File: src/rtl/hall_pkg.sv
// Shared constants for the hall call register: default sizing, direction
// encoding of the dispatcher acknowledge, and a popcount helper.
package hall_pkg;

  localparam int N_FLOORS_DEF = 11;
  localparam int DEBOUNCE_DEF = 4;
  localparam int PCNT_W       = 5;
  localparam int DEB_CNT_W    = 4;

  localparam logic DIR_UP = 1'b1;
  localparam logic DIR_DN = 1'b0;

  function automatic logic [PCNT_W-1:0] count_ones(input logic [31:0] v);
    logic [PCNT_W-1:0] c;
    c = '0;
    for (int i = 0; i < 32; i++) begin
      c = c + PCNT_W'(v[i]);
    end
    return c;
  endfunction

endpackage

File: src/rtl/btn_debounce.sv
// One hall button: 2-flop synchronizer, stability counter and a single-cycle
// pulse on the edge where the debounced level goes high.
module btn_debounce
  import hall_pkg::*;
#(
  parameter int DEBOUNCE = DEBOUNCE_DEF
) (
  input  logic clk,
  input  logic rst,
  input  logic i_btn,
  output logic o_rise
);

  logic                 r_sync1;
  logic                 r_sync2;
  logic                 r_level;
  logic [DEB_CNT_W-1:0] r_cnt;
  logic                 w_differ;
  logic                 w_done;

  assign w_differ = (r_sync2 != r_level);
  // The pulse is combinational so the pending bit sets on the same edge the level flips.
  assign w_done   = w_differ && (r_cnt == DEB_CNT_W'(DEBOUNCE - 1));
  assign o_rise   = w_done && r_sync2;

  always_ff @(posedge clk or posedge rst) begin
    if (rst) begin
      r_sync1 <= 1'b0;
      r_sync2 <= 1'b0;
      r_level <= 1'b0;
      r_cnt   <= '0;
    end else begin
      r_sync1 <= i_btn;
      r_sync2 <= r_sync1;
      if (!w_differ) begin
        r_cnt <= '0;
      end else if (w_done) begin
        r_cnt   <= '0;
        r_level <= r_sync2;
      end else begin
        r_cnt <= r_cnt + 1'b1;
      end
    end
  end

endmodule

File: src/rtl/hall_call_register.sv
// Latches debounced hall UP/DOWN presses as pending calls per floor and clears
// them on rising edges of the dispatcher acknowledge.
module hall_call_register
  import hall_pkg::*;
#(
  parameter int N_FLOORS = N_FLOORS_DEF,
  parameter int DEBOUNCE = DEBOUNCE_DEF
) (
  input  logic                clk,
  input  logic                rst,
  input  logic [N_FLOORS-1:0] up_btn,
  input  logic [N_FLOORS-1:0] dn_btn,
  input  logic [N_FLOORS-1:0] offFloorReq,
  input  logic [N_FLOORS-1:0] offUPorDOWN,
  output logic [N_FLOORS-1:0] FloorReq,
  output logic [N_FLOORS-1:0] U,
  output logic [N_FLOORS-1:0] D,
  output logic [PCNT_W-1:0]   pending_count
);

  // No UP call from the top floor, no DOWN call from the ground floor.
  localparam logic [N_FLOORS-1:0] UP_MASK = ~(N_FLOORS'(1) << (N_FLOORS - 1));
  localparam logic [N_FLOORS-1:0] DN_MASK = ~N_FLOORS'(1);

  logic [N_FLOORS-1:0] r_u;
  logic [N_FLOORS-1:0] r_d;
  logic [N_FLOORS-1:0] r_floor;
  logic [PCNT_W-1:0]   r_count;
  logic [N_FLOORS-1:0] r_ack_prev;
  logic                r_ack_armed;

  logic [N_FLOORS-1:0] w_up_rise;
  logic [N_FLOORS-1:0] w_dn_rise;
  logic [N_FLOORS-1:0] w_ack_rise;
  logic [N_FLOORS-1:0] w_clr_u;
  logic [N_FLOORS-1:0] w_clr_d;
  logic [N_FLOORS-1:0] w_u_nxt;
  logic [N_FLOORS-1:0] w_d_nxt;
  logic [PCNT_W-1:0]   w_count_nxt;

  // The armed flag keeps an acknowledge already high at reset release from
  // looking like a fresh rising edge.
  assign w_ack_rise = offFloorReq & ~r_ack_prev & {N_FLOORS{r_ack_armed}};

  for (genvar g = 0; g < N_FLOORS; g++) begin : g_floor
    btn_debounce #(.DEBOUNCE(DEBOUNCE)) u_up_deb (
      .clk    (clk),
      .rst    (rst),
      .i_btn  (up_btn[g]),
      .o_rise (w_up_rise[g])
    );
    btn_debounce #(.DEBOUNCE(DEBOUNCE)) u_dn_deb (
      .clk    (clk),
      .rst    (rst),
      .i_btn  (dn_btn[g]),
      .o_rise (w_dn_rise[g])
    );
    assign w_clr_u[g] = w_ack_rise[g] && (offUPorDOWN[g] == DIR_UP);
    assign w_clr_d[g] = w_ack_rise[g] && (offUPorDOWN[g] == DIR_DN);
  end

  // OR-ing the set after the clear lets a same-edge press win over an acknowledge.
  assign w_u_nxt     = ((r_u & ~w_clr_u) | w_up_rise) & UP_MASK;
  assign w_d_nxt     = ((r_d & ~w_clr_d) | w_dn_rise) & DN_MASK;
  assign w_count_nxt = count_ones(32'(w_u_nxt)) + count_ones(32'(w_d_nxt));

  always_ff @(posedge clk or posedge rst) begin
    if (rst) begin
      r_u         <= '0;
      r_d         <= '0;
      r_floor     <= '0;
      r_count     <= '0;
      r_ack_prev  <= '0;
      r_ack_armed <= 1'b0;
    end else begin
      r_u         <= w_u_nxt;
      r_d         <= w_d_nxt;
      r_floor     <= w_u_nxt | w_d_nxt;
      r_count     <= w_count_nxt;
      r_ack_prev  <= offFloorReq;
      r_ack_armed <= 1'b1;
    end
  end

  assign U             = r_u;
  assign D             = r_d;
  assign FloorReq      = r_floor;
  assign pending_count = r_count;

endmodule
File: config.mk
export PLATFORM = sky130hd
export DESIGN_NAME = hall_call_register
export DESIGN_NICKNAME = d
export VERILOG_FILES = /design/src/rtl/hall_pkg.sv /design/src/rtl/btn_debounce.sv /design/src/rtl/hall_call_register.sv
export SDC_FILE = /design/constraint.sdc
export NUM_CORES = 1
export LEC_CHECK = 0
export ABC_AREA = 1
export CORE_MARGIN = 2
export CORE_UTILIZATION = 38
export DETAILED_ROUTE_END_ITERATION = 12
export PLACE_DENSITY = 0.55
export SLEW_MARGIN = 40
export SYNTH_ARGS = -nofsm -noshare
export SYNTH_HDL_FRONTEND = slang
export SYNTH_SLANG_ARGS = --single-unit
File: constraint.sdc
create_clock -name clk -period 12.7 [get_ports clk]
set_input_delay 1.27 -clock clk [delete_from_list [all_inputs] [get_ports clk]]
set_output_delay 1.27 -clock clk [all_outputs]
set_load 0.01 [all_outputs]
Yosys cells after proc, flatten, opt, wreduce, memory -nomap -nowiden. Index checks and enable logic that the tools add are counted.

Multipliers: 0. Div/mod/pow operators: 0. Reductions and logical operators: 84. Muxes and demuxes: 42. Magnitude comparators: 0. Shifts and indexed selects: 0. Add/subtract/negate cells: 40. Bitwise operators: 21. Equality and inequality tests: 42.

Operators by type and width (number): two-way mux 4 bit (42); adder 4 x 1 -> 4 bit, second input constant (21); == test 4 x 2 -> 1 bit, second input constant (21); logical AND 1 bit (63); adder 5 x 1 -> 5 bit (10); AND reduction 2 bit (21); bitwise AND 11 bit (3); NOT 11 bit (2); inequality test 1 bit (21); NOT 1 bit (11); bitwise OR 10 x 11 -> 11 bit (1); bitwise OR 11 bit (1); adder 4 x 1 -> 5 bit (2); bitwise AND 10 bit (1); NOT 10 bit (1); bitwise OR 10 bit (1); adder 3 x 1 -> 4 bit (2); adder 2 x 1 -> 3 bit (2); adder 5 bit (1); adder 1 x 1 -> 2 bit (2).

Bits in writable memories: 0. Memories kept: 0. Register bits: 195. ROM bits: 0. Output and inout port bits: 38. Word-level logic and storage cells: 319. Bits in latches: 0. Bits of input ports: 46.

Longest topological paths before layout.
Word-level depth: 17. Gate-level depth with buffers: 19. Gate-level depth less buffers: 19.

Modules after synthesis. Synthesis repeated with hierarchy kept, for this count alone.

Cell total of the unflattened synthesis: 849. Area total of the unflattened synthesis: 8187.9 um^2.

Modules (own cells, without submodules): btn_debounce (area an instance 300.3 um^2, cells each 32, seq. area each 175.2 um^2, times used 20); hall_call_register (area an instance 2182.1 um^2, cells each 209, seq. area each 1151.1 um^2, times used 1).

Least setup slack after synthesis. No wires, ideal clock.

Kind: input port to flip-flop. Start: input offFloorReq[2]. End: register r_count[4] (netlist: pending_count[4]). Cell stages on the path: 16. Setup time: 124 ps. Setup slack: 7557 ps. Data arrival time: 5019 ps. Path buffers: 0. Data required time: 12576 ps. Cell sequence: nand2_1 > nor2_1 > nand2_1 > a21oi_1 > inv_1 > fa_1 > fa_1 > fa_1 > fa_1 > inv_1 > fa_1 > inv_1 > ha_1 > fa_1 > a21oi_1 > o21bai_1.

Cells in the longest elaborated chain, start to end: 16. Elaborated cells on any way between the ends: 28. Those cells by class: add/sub: 18; bitwise: 8; reduce/logical: 2.

Ends and longest elaborated chain: start, declared (line hall_call_register.sv:13) `input logic [N_FLOORS-1:0] offFloorReq,`; bitwise AND 11 bit (2 in series) (line hall_call_register.sv:43) `assign w_ack_rise = offFloorReq & ~r_ack_prev & {N_FLOORS{r_ack_armed}};`; logical AND 1 bit (line hall_call_register.sv:59) `assign w_clr_d[g] = w_ack_rise[g] && (offUPorDOWN[g] == DIR_DN);`; NOT 11 bit (line hall_call_register.sv:64) `assign w_d_nxt = ((r_d & ~w_clr_d) | w_dn_rise) & DN_MASK;`; bitwise AND 11 bit (line hall_call_register.sv:64); bitwise OR 11 bit (line hall_call_register.sv:64); named net w_d_nxt[2] (line hall_call_register.sv:38) `logic [N_FLOORS-1:0] w_d_nxt;`; adder 1 x 1 -> 2 bit (line hall_pkg.sv:17) `c = c + PCNT_W'(v[i]);`; adder 2 x 1 -> 3 bit (line hall_pkg.sv:17); adder 3 x 1 -> 4 bit (line hall_pkg.sv:17); adder 4 x 1 -> 5 bit (line hall_pkg.sv:17); adder 5 x 1 -> 5 bit (5 in series) (line hall_pkg.sv:17); adder 5 bit (line hall_call_register.sv:65) `assign w_count_nxt = count_ones(32'(w_u_nxt)) + count_ones(32'(w_d_nxt));`; named net w_count_nxt[4] (line hall_call_register.sv:39) `logic [PCNT_W-1:0] w_count_nxt;`; end signal, assigned (line hall_call_register.sv:79) `r_count <= w_count_nxt;`; end, declared (line hall_call_register.sv:28) `logic [PCNT_W-1:0] r_count;`.

The timed path passes the listed nets, and every way through them passes these cells. A chain may end at the register's enable or synchronous reset.

Worst setup path in the final report. Same ends and word-level chain as after synthesis.

==> impl_results.md <==
* Status: finished clean
* Setup Buffers After CTS at 0
* Post-CTS sizing at 0
* Critical Path Fanout Max at 3
* Global-route wire length before repair at 22400 um
* CP Cell Sequence: clkdlybuf4s50_1 > nand2_1 > nor2_1 > nand2_1 > a21oi_1 > inv_1 > fa_1 > fa_1 > fa_1 > fa_1 > inv_1 > fa_1 > inv_1 > ha_1 > fa_1 > a21oi_1 > o21bai_1
* Setup crit start kind: primary input
* Max Cap Viol at 0
* First drt pass iteration count at 4
* DIE AREA at 21400 um2
* Core area at between 20000 and 25000 um2
* Synth Area in Adders at 0.0805
* Clock Tree Root: clkbuf_16
* Mapped Cells at 746
* CTS tree: built
* Post-synthesis cell type count at 20
* Leakage power at 4.67 nW
* Syn Area/Cell at 10.3 um2
* CP endpoint kind: flop
* Area delta synth->final at 22.5%
* Clk sinks at ~190
* Seq/Total Area, Yosys at 0.606
* Worst VDD drop at 0.207 mV
* Pwr/cell area at 265 nW/um2
* Post-synthesis cell area at 7680 um2
* Sequential share of power at 0.346
* Post-DP HPWL at 9200 um
* CTS clk-pin slew, worst paths at 0.06 ns
* Antenna-violating nets left at 0
* Compound-Gate Fraction of Synth Area at 0.0248
* DIE HEIGHT at 146 um
* Layout Nets at 927
* Worst skew pair latency at 0.42 ns
* Syn. warnings at 0
* Largest family of logic cells by synthesized area: simple AND/OR/NAND/NOR gates
* Die width at 146 um
* Buffers on Ports at a little under 80
* H-tree depth at 4
* CP dominant cell by count: fa_1
* Pin count of the biggest net entering global routing at 119
* Sw Pwr at 0.915 mW
* Clock power share at 0.223
* Final setup fails at 0
* Tot GR Track Use at 0.132
* Kind of critical path: primary input to flop
* Final min period at 5.54 ns
* Hold Crit Class: flop to flop
* 1st-iter DRT viols at 230
* Final Util at 0.469
* Worst path slowest cell: fa_1
* CP required at 13.00 ns
* Synth Area in XOR/XNOR at 0.0604
* Switching share of power at 0.368
* Starting Density at 0.383
* Worst-margin pin slew at 0.629 ns
* Post-synthesis mux area share at 0
* Total routed wirelength at 12900 um
* Fillcell total at 1912
* # diodes at 0
* Gate power share at 0.432
* GR Overflow Total at 0
* Critical path data arrival time at 5.85 ns
* Worst Clk Skew at 0.0110 ns
* #FFs+latches synth at 186
* Final Hold Viols at 0
* Via density at ~4.2
* R2r worst-path depth at 16
* Vias at 4716
* Clock buffer depth at 2
* IO Count at 84
* CTS buffer count at 17
* Power Internal at 1.57 mW
* RSZ-0062 raised after global routing: false
* Storage element area at around 4700 um2
* Fin Setup TNS at 0 ns
* Max Slew Vio Count at 0
* Initial antenna violation count at 0
* Simple-Gate Fraction of Synth Area at 0.166
* Fin crit share at 0.436
* Share of cells above drive strength 1 at 0.0447
* Final GP Congestion at 0.706
* Crit path largest cell delay at roughly 0.61 ns
* Number of global-route vias before repair at 4620
* CTS Hold Buffers Added at 0
* FP Rows at 52
* Max_slew headroom at 0.580
* # DRC at 0
* Hold depth at 0
* Drt wl/cell at about 12 um
* Multi-input gate area at 2560 um2
* Fmax at 180 MHz
==> area by class of cell <==
cell class                      count  area share
Sequential cell                   186       0.495
Multi-Input combinational cell    441       0.272
Timing Repair Buffer               80      0.0853
Clock buffer                       19      0.0471
Inverter                          114      0.0468
Tap cell                          270      0.0359
Clock inverter                     11      0.0184
==> worst max-delay path: cells and delay by family <==
kind                     cells  cell delay (ns)
buffers and inverters        4             0.71
AO/OA/AOI/OAI                3             0.41
AND/OR/NAND/NOR              3             0.22
adder cells (fa/ha/maj)      7             3.23
==> cells by family (layout without fill, tap and decap cells) <==
family                   count (synthesis)  in the layout
AO/OA/AOI/OAI                           33             33
adder cells (fa/ha/maj)                 41             41
XOR/XNOR                                53             53
flip-flops                             186            186
other                                    2              3
buffers and inverters                  120            224
AND/OR/NAND/NOR                        311            311
==> cell usage after synthesis (all sizes together) <==
cell type,count,area (um2)
a21oi,11,77.6
buf,6,45.0
conb,2,7.51
dfrtp,186,4650
fa,14,280
ha,27,338
inv,114,428
nand2,125,474
nand2b,11,68.8
nand3,33,165
nand4,9,56.3
nor2,132,500
nor3b,1,7.51
o21ai,21,105
o21bai,1,7.51
xnor2,32,280
xor2,21,184
==> state kept, by name, indices dropped and copies added (netlist names) <==
register,flops
g_floor.u_dn_deb.r_sync1,10
g_floor.u_up_deb.r_cnt,40
pending_count,5
g_floor.u_up_deb.r_sync1,10
r_ack_prev,11
FloorReq,10
g_floor.u_dn_deb.r_sync2,10
g_floor.u_up_deb.r_sync2,10
g_floor.u_up_deb.r_level,10
D,10
g_floor.u_dn_deb.r_cnt,40
U,9
r_ack_armed,1
g_floor.u_dn_deb.r_level,10
==> per-stage QoR <==
| stage | hold WS, ns | instance area [um2] | worst slack, ns | cells | total power [mW] |
|---|---|---|---|---|---|
| after detailed placement | 0.335 | 8790 | 6.69 | 1091 | 1.97 |
| after global routing | 0.358 | 9410 | 6.90 | 1121 | 2.75 |
| final | 0.348 | 9410 | 7.16 | 1121 | 2.49 |
| after floorplan | 0.331 | 7680 | 6.37 | 747 | 1.64 |
| after global placement | 0.332 | 8780 | 6.67 | 1091 | 1.95 |
| after CTS | 0.349 | 9400 | 7.13 | 1121 | 2.54 |
==> cells in the final DEF, fill, tap and decap left out, drive strengths merged, types with 14 or more instances in the layout <==
cell,instances
o21ai,21
clkbuf,19
inv,113
xnor2,32
nand3,33
xor2,21
ha,27
nor2,132
clkdlybuf4s50,79
dfrtp,186
nand2,125
fa,14
==> power groups by stage <==
stage	Combinational, mW	Sequential [mW]	Clock, mW
2_1_floorplan	0.758	0.877	0
3_3_place_gp	1.08	0.871	0
3_5_place_dp	1.10	0.871	0
4_1_cts	1.11	0.863	0.572
5_1_grt	1.27	0.882	0.598
6_report	1.07	0.860	0.554
==> routing by layer <==
metal,vias up,track usage,part of all wire
li1,2453,-,-
met1,2205,0.181,0.49
met2,48,0.206,0.47
met3,10,0.0356,0.030
met4,0,0.0427,0.013
met5,-,0,0
==> worst paths after layout <==
kind                                              from                          end  slack [ns]
max                                     offFloorReq[2]             pending_count[4]        7.16
min                        g_floor[7].u_up_deb.r_sync1  g_floor[7].u_up_deb.r_sync2        0.35
max reg2reg                                r_ack_armed             pending_count[4]        7.80
min reg2reg                g_floor[7].u_up_deb.r_sync1  g_floor[7].u_up_deb.r_sync2        0.35
max in group asynchronous                          rst                r_ack_prev[8]       10.37
min in group asynchronous                          rst  g_floor[7].u_up_deb.r_sync2        1.31
No activity file was read; power rests on OpenSTA's default activity.
